**config.mk**
```make
export PLATFORM = sky130hd
export DESIGN_NAME = muldiv_unit
export DESIGN_NICKNAME = d
export VERILOG_FILES = /design/src/rtl/riscv_pkg.sv /design/src/rtl/muldiv_unit.sv
export SDC_FILE = /design/constraint.sdc
export NUM_CORES = 1
export LEC_CHECK = 0
export CORE_UTILIZATION = 40
export CTS_BUF_LIST = sky130_fd_sc_hd__clkbuf_8
export DETAILED_ROUTE_END_ITERATION = 10
export HOLD_SLACK_MARGIN = 0.1
export PLACE_DENSITY = 0.59
export REMOVE_ABC_BUFFERS = 1
export SLEW_MARGIN = 20
export SYNTH_ARGS = -nofsm -noshare
export SYNTH_HDL_FRONTEND = slang
export SYNTH_SLANG_ARGS = --single-unit
```
**constraint.sdc**
```tcl
create_clock -name clk -period 20.7 [get_ports clk]
set_input_delay 2.07 -clock clk [delete_from_list [all_inputs] [get_ports clk]]
set_output_delay 2.07 -clock clk [all_outputs]
set_load 0.02 [all_outputs]
```
**src/rtl/riscv_pkg.sv**
```systemverilog
// Shared RV32 decode constants and the multiply/divide unit state type.
package riscv_pkg;

  localparam logic [6:0] OPCODE_OP     = 7'b0110011;
  localparam logic [6:0] FUNCT7_MULDIV = 7'b0000001;

  localparam logic [2:0] F3_MUL    = 3'd0;
  localparam logic [2:0] F3_MULH   = 3'd1;
  localparam logic [2:0] F3_MULHSU = 3'd2;
  localparam logic [2:0] F3_MULHU  = 3'd3;
  localparam logic [2:0] F3_DIV    = 3'd4;
  localparam logic [2:0] F3_DIVU   = 3'd5;
  localparam logic [2:0] F3_REM    = 3'd6;
  localparam logic [2:0] F3_REMU   = 3'd7;

  typedef enum logic [1:0] {IDLE, CALC, FIXUP, DONE} mdu_state_t;

endpackage

```
**src/rtl/muldiv_unit.sv**
```systemverilog
// RV32M iterative multiply/divide unit: one bit per cycle over a shared 64-bit
// accumulator, sign fixup in a separate cycle, result held until consumed.
module muldiv_unit
  import riscv_pkg::*;
#(
  parameter int XLEN  = 32,
  parameter int CNT_W = 6
) (
  input  logic            clk,
  input  logic            reset,
  input  logic            flush,
  input  logic            in_valid,
  output logic            in_ready,
  input  logic [2:0]      funct3,
  input  logic [4:0]      rd,
  input  logic [XLEN-1:0] op_a,
  input  logic [XLEN-1:0] op_b,
  output logic            out_valid,
  input  logic            out_ready,
  output logic [XLEN-1:0] result,
  output logic [4:0]      out_rd,
  output logic            busy
);

  localparam logic [XLEN-1:0] INT_MIN = {1'b1, {(XLEN-1){1'b0}}};

  mdu_state_t        state_q, state_d;
  logic [CNT_W-1:0]  cnt_q, cnt_d;
  logic [2:0]        f3_q, f3_d;
  logic [4:0]        rd_q, rd_d;
  logic [2*XLEN-1:0] acc_q, acc_d;
  logic [XLEN-1:0]   opnd_q, opnd_d;
  logic [XLEN-1:0]   result_q, result_d;
  logic              neg_q, neg_d;
  logic              special_q, special_d;

  logic              sgn_a, sgn_b, is_div, is_rem;
  logic [XLEN-1:0]   mag_a, mag_b, quo, rem;
  logic [XLEN:0]     mul_sum, div_top, div_diff;
  logic [2*XLEN-1:0] prod;

  always_comb begin
    state_d   = state_q;
    cnt_d     = cnt_q;
    f3_d      = f3_q;
    rd_d      = rd_q;
    acc_d     = acc_q;
    opnd_d    = opnd_q;
    result_d  = result_q;
    neg_d     = neg_q;
    special_d = special_q;

    is_div = funct3[2];
    is_rem = funct3[1];
    sgn_a  = (funct3 == F3_MUL) || (funct3 == F3_MULH) || (funct3 == F3_MULHSU) ||
             (funct3 == F3_DIV) || (funct3 == F3_REM);
    sgn_b  = (funct3 == F3_MUL) || (funct3 == F3_MULH) ||
             (funct3 == F3_DIV) || (funct3 == F3_REM);
    mag_a  = (sgn_a && op_a[XLEN-1]) ? -op_a : op_a;
    mag_b  = (sgn_b && op_b[XLEN-1]) ? -op_b : op_b;

    mul_sum  = {1'b0, acc_q[2*XLEN-1:XLEN]} + {1'b0, (acc_q[0] ? opnd_q : '0)};
    div_top  = acc_q[2*XLEN-1:XLEN-1];
    div_diff = div_top - {1'b0, opnd_q};

    prod = neg_q ? -acc_q : acc_q;
    quo  = neg_q ? -acc_q[XLEN-1:0] : acc_q[XLEN-1:0];
    rem  = neg_q ? -acc_q[2*XLEN-1:XLEN] : acc_q[2*XLEN-1:XLEN];

    unique case (state_q)
      IDLE: begin
        if (in_valid && !flush) begin
          f3_d      = funct3;
          rd_d      = rd;
          cnt_d     = '0;
          special_d = 1'b0;
          state_d   = CALC;
          if (is_div) begin
            // Dividend in the low half shifts up into the remainder half.
            acc_d  = {{XLEN{1'b0}}, mag_a};
            opnd_d = mag_b;
            neg_d  = is_rem ? (sgn_a & op_a[XLEN-1])
                            : (sgn_a & (op_a[XLEN-1] ^ op_b[XLEN-1]));
            if (op_b == '0) begin
              special_d = 1'b1;
              result_d  = is_rem ? op_a : '1;
            end else if (sgn_a && op_a == INT_MIN && op_b == '1) begin
              special_d = 1'b1;
              result_d  = is_rem ? '0 : INT_MIN;
            end
            // Special results bypass CALC and surface one edge later.
            if (special_d) state_d = FIXUP;
          end else begin
            acc_d  = {{XLEN{1'b0}}, mag_b};
            opnd_d = mag_a;
            neg_d  = (sgn_a & op_a[XLEN-1]) ^ (sgn_b & op_b[XLEN-1]);
          end
        end
      end
      CALC: begin
        if (f3_q[2]) begin
          if (!div_diff[XLEN]) acc_d = {div_diff[XLEN-1:0], acc_q[XLEN-2:0], 1'b1};
          else                 acc_d = {div_top[XLEN-1:0], acc_q[XLEN-2:0], 1'b0};
        end else begin
          acc_d = {mul_sum, acc_q[XLEN-1:1]};
        end
        cnt_d = cnt_q + 1'b1;
        if (cnt_q == CNT_W'(XLEN-1)) state_d = FIXUP;
      end
      FIXUP: begin
        if (!special_q) begin
          unique case (f3_q)
            F3_MUL:                     result_d = prod[XLEN-1:0];
            F3_MULH, F3_MULHSU, F3_MULHU: result_d = prod[2*XLEN-1:XLEN];
            F3_DIV, F3_DIVU:            result_d = quo;
            default:                    result_d = rem;
          endcase
        end
        state_d = DONE;
      end
      DONE: begin
        if (out_ready) state_d = IDLE;
      end
      default: state_d = IDLE;
    endcase

    if (flush) state_d = IDLE;
  end

  // Control plus the externally visible result/tag registers.
  always_ff @(posedge clk) begin
    if (reset) begin
      state_q  <= IDLE;
      result_q <= '0;
      rd_q     <= '0;
    end else begin
      state_q  <= state_d;
      result_q <= result_d;
      rd_q     <= rd_d;
    end
  end

  always_ff @(posedge clk) begin
    cnt_q     <= cnt_d;
    f3_q      <= f3_d;
    acc_q     <= acc_d;
    opnd_q    <= opnd_d;
    neg_q     <= neg_d;
    special_q <= special_d;
  end

  assign in_ready  = (state_q == IDLE);
  assign busy      = (state_q != IDLE);
  assign out_valid = (state_q == DONE);
  assign result    = result_q;
  assign out_rd    = rd_q;

endmodule
```
==> results_dict.tcl <==
set metrics [dict create \
    yosysWarnings 0 \
    cp_max_fo 51 \
    track_usage 0.272 \
    fp.coreArea_sq_mm 0.0355 \
    cts_buffers 17 \
    clk_latency_ps 490 \
    path_cells "clkdlybuf4s50_1, inv_1, ha_1, or3b_2, nor3_1, nand4_1, nor4_4, o21a_2, nand2_1, a221oi_4, buf_4, o221ai_1, o22ai_1, nor2_1" \
    hold_class "flip-flop to flip-flop" \
    die_h_um 192 \
    yosys.area.top_type "edfxtp_1" \
    slew_headroom 0.360 \
    crit_slowest_cell "clkdlybuf4s50_1" \
    cts.sinks 146 \
    num_rows 69 \
    synth.top_cell.area_share 0.223 \
    synth-edff-count 107 \
    hold_buffers 0 \
    syn_to_final_growth_pct 13.0 \
    start_util 0.406 \
    cts_setup_buffers 0 \
    p_int_uw 605 \
    syn_area_sq_mm 0.0144 \
    power.share.combinational 0.364 \
    post_cts_resized 0 \
    setup-tns-final_ps 0 \
    clock_power_share 0.252 \
    required_ps 21040 \
    cts_root_buffer "clkbuf_8" \
    cellLeakagePower_uw 0.00613 \
    nets 1992 \
    final-instance-count-excl-fill 2313 \
    critPathBufInv 3 \
    fmax_ghz 0.177 \
    synth.distinct_cells 76 \
    dpl.hpwl_um 38200 \
    viasPerCell 6.13 \
    post_drt_wl_per_cell_um 21.7 \
    synthArstFlopShare 0 \
    grt_first_pass_wirelength_um 76800 \
    dpl_cell_area_sq_mm 0.0159 \
    drt-total-wl_um 50100 \
    antenna_cells 0 \
    netSwitchingFraction 0.380 \
    place_congestion 0.922 \
    fillCellCount 3536 \
    grt_max_degree 95 \
    hold_viol 0 \
    num_vias 14200 \
    synth_cells 1790 \
    critical-path-top-delay-family "simple AND/OR/NAND/NOR gates" \
    ys_seq_elements 146 \
    cp-end-kind "flip-flop" \
    synth_area_leaders "edfxtp_1, mux2i_1, ha_1" \
    peakVddDrop_mv 0.0376 \
    multi_input_area_sq_mm 0.00975 \
    antenna_found_initial 3 \
    criticalPathCategory "input port to flip-flop" \
    fin_area_sq_mm 0.0163 \
    final_layout_size_suffix_gt1_frac 0.0486 \
    worst_pin_slew_ps 959 \
    grt-ovfl-total 0 \
    setup_viol 0 \
    finalMaxSlewViolations 0 \
    dieArea_sq_mm 0.0368 \
    powerDensity_mw_per_mm2 59.9 \
    seq_power_share 0.384 \
    io_buffers 116 \
    clk_pin_slew_ps 90 \
    cts_tree "done" \
    placed_cells 2281 \
    cap_viol_max_count 0 \
    drt_iter0_markers 1471 \
    yosysSeqAreaShare 0.277 \
    worst_setup_path_start_kind "input port" \
    drc_errors 0 \
    critPathArrivalTime_ps 6000 \
    finClkSkew_ps 20.6 \
    seq_area_sq_mm 0.00399 \
    dr.pass1.iters 5 \
    period_minus_slack_ps 5650 \
    fin_util 0.459 \
    avgSynthCellArea_sq_um 8.04 \
    p_sw_uw 370 \
    status "complete, no violations" \
    cpPeakStageDelay_ps 520 \
    grt_pass1_vias 13200 \
    synthFlopType "edfxtp_1" \
    finalCritPeriodShare 0.273 \
    antenna_left 0 \
    htree_levels 4 \
    dieWidth_um 192 \
    clock_path_buffers 2 \
    rsz0062_at_grt "false" \
    holdWs_ps 456 \
    io_pins 117 \
]
-- state kept, by name, indices dropped and copies added (netlist names) --
name,cells
out_rd,5
opnd_q,32
f3_q,3
acc_q,64
result,32
neg_q,1
special_q,1
cnt_q,6
state_q,2
-- metal layers --
layer  GRT usage  routed length (um)  vias up  share of wire
met5           0                  23        -        0.00046
met2       0.438               22900      617           0.46
met4       0.107                1750        4          0.035
met3      0.0386                3460      113          0.069
met1       0.367               22000     6724           0.44
li1            -                   -     6713              -
-- cell families after synthesis --
logic type,share of synthesized area
buf+inv,0.0468
simple gates,0.189
fa+ha+maj,0.0671
compound gates,0.233
flops,0.277
xor+xnor,0.109
mux,0.0779
-- worst paths after layout --
check	from	end	slack (ps)	cells after the start
worst max-delay path	op_b[0]	result[8]	15050	14
worst min-delay path	out_rd[4]	out_rd[4]	460	2
worst max register to register	acc_q[31]	acc_q[33]	15860	14
worst min register to register	out_rd[4]	out_rd[4]	460	2
-- layout make-up --
cell class / count / share of cell area
Multi-Input combinational cell: 1468 / 0.599
Sequential cell: 146 / 0.245
Timing Repair Buffer: 134 / 0.0790
Tap cell: 461 / 0.0354
Inverter: 72 / 0.0166
Clock buffer: 17 / 0.0144
Clock inverter: 15 / 0.0103
-- through the flow --
step | setup slack [ps] | total power (uW)
4_1_cts | 15120 | 969
2_1_floorplan | 12920 | 608
3_5_place_dp | 14610 | 726
6_report | 15050 | 975
5_1_grt | 14720 | 1020
3_3_place_gp | 14700 | 724
-- tightest hold or removal path, delay by kind of cell (launching register included) --
kind | cells | cell delay (ps)
and+or+nand+nor | 1 | 50
DFF | 1 | 310
AOI/OAI and AO/OA | 1 | 50
-- power groups by stage --
stage | logic [uW] | registers (uW) | clock network [uW]
after floorplan | 227 | 380 | 0
after global placement | 344 | 380 | 0
after detailed placement | 346 | 380 | 0
after CTS | 349 | 373 | 247
after global routing | 387 | 377 | 257
final | 355 | 374 | 246
-- Yosys cell counts, types with 12 or more instances --
cell type	count
nand2b_1	15
nor3_1	38
dfxtp_1	39
o211ai_1	19
nand2_1	172
nor2_1	175
ha_1	74
xnor2_1	83
a21oi_1	148
mux2i_1	102
buf_1	13
a211oi_1	15
o31ai_1	28
a31oi_1	13
o22ai_1	31
o21ai_0	138
xor2_1	96
inv_1	71
nand3_1	45
o221ai_1	12
nand4_1	25
clkbuf_1	81
edfxtp_1	107
o41ai_1	17
a311oi_1	16
or3_1	21
a21o_1	26
-- cell usage in the layout (no fill, tap or decap), drive strengths merged, types with 7 or more instances in the layout --
master and instances:
nor2 175, nand2 172, a21oi 148, o21ai 142, clkdlybuf4s50 114, edfxtp 107, mux2i 102, xor2 96
xnor2 83, ha 74, inv 73, nand3 46, dfxtp 39, nor3 38, o22ai 31, o31ai 28
a21o 26, nand4 25, or3 21, buf 20, o211ai 19, o41ai 18, clkbuf 17, a311oi 16
a211oi 15, nand2b 15, nor4 15, a31oi 13, o221ai 12, or4 12, nor2b 11, and3 11
o21a 9, clkinv 9, or2 8, and2 7, mux2 7
No activity file was read; power rests on OpenSTA's default activity.
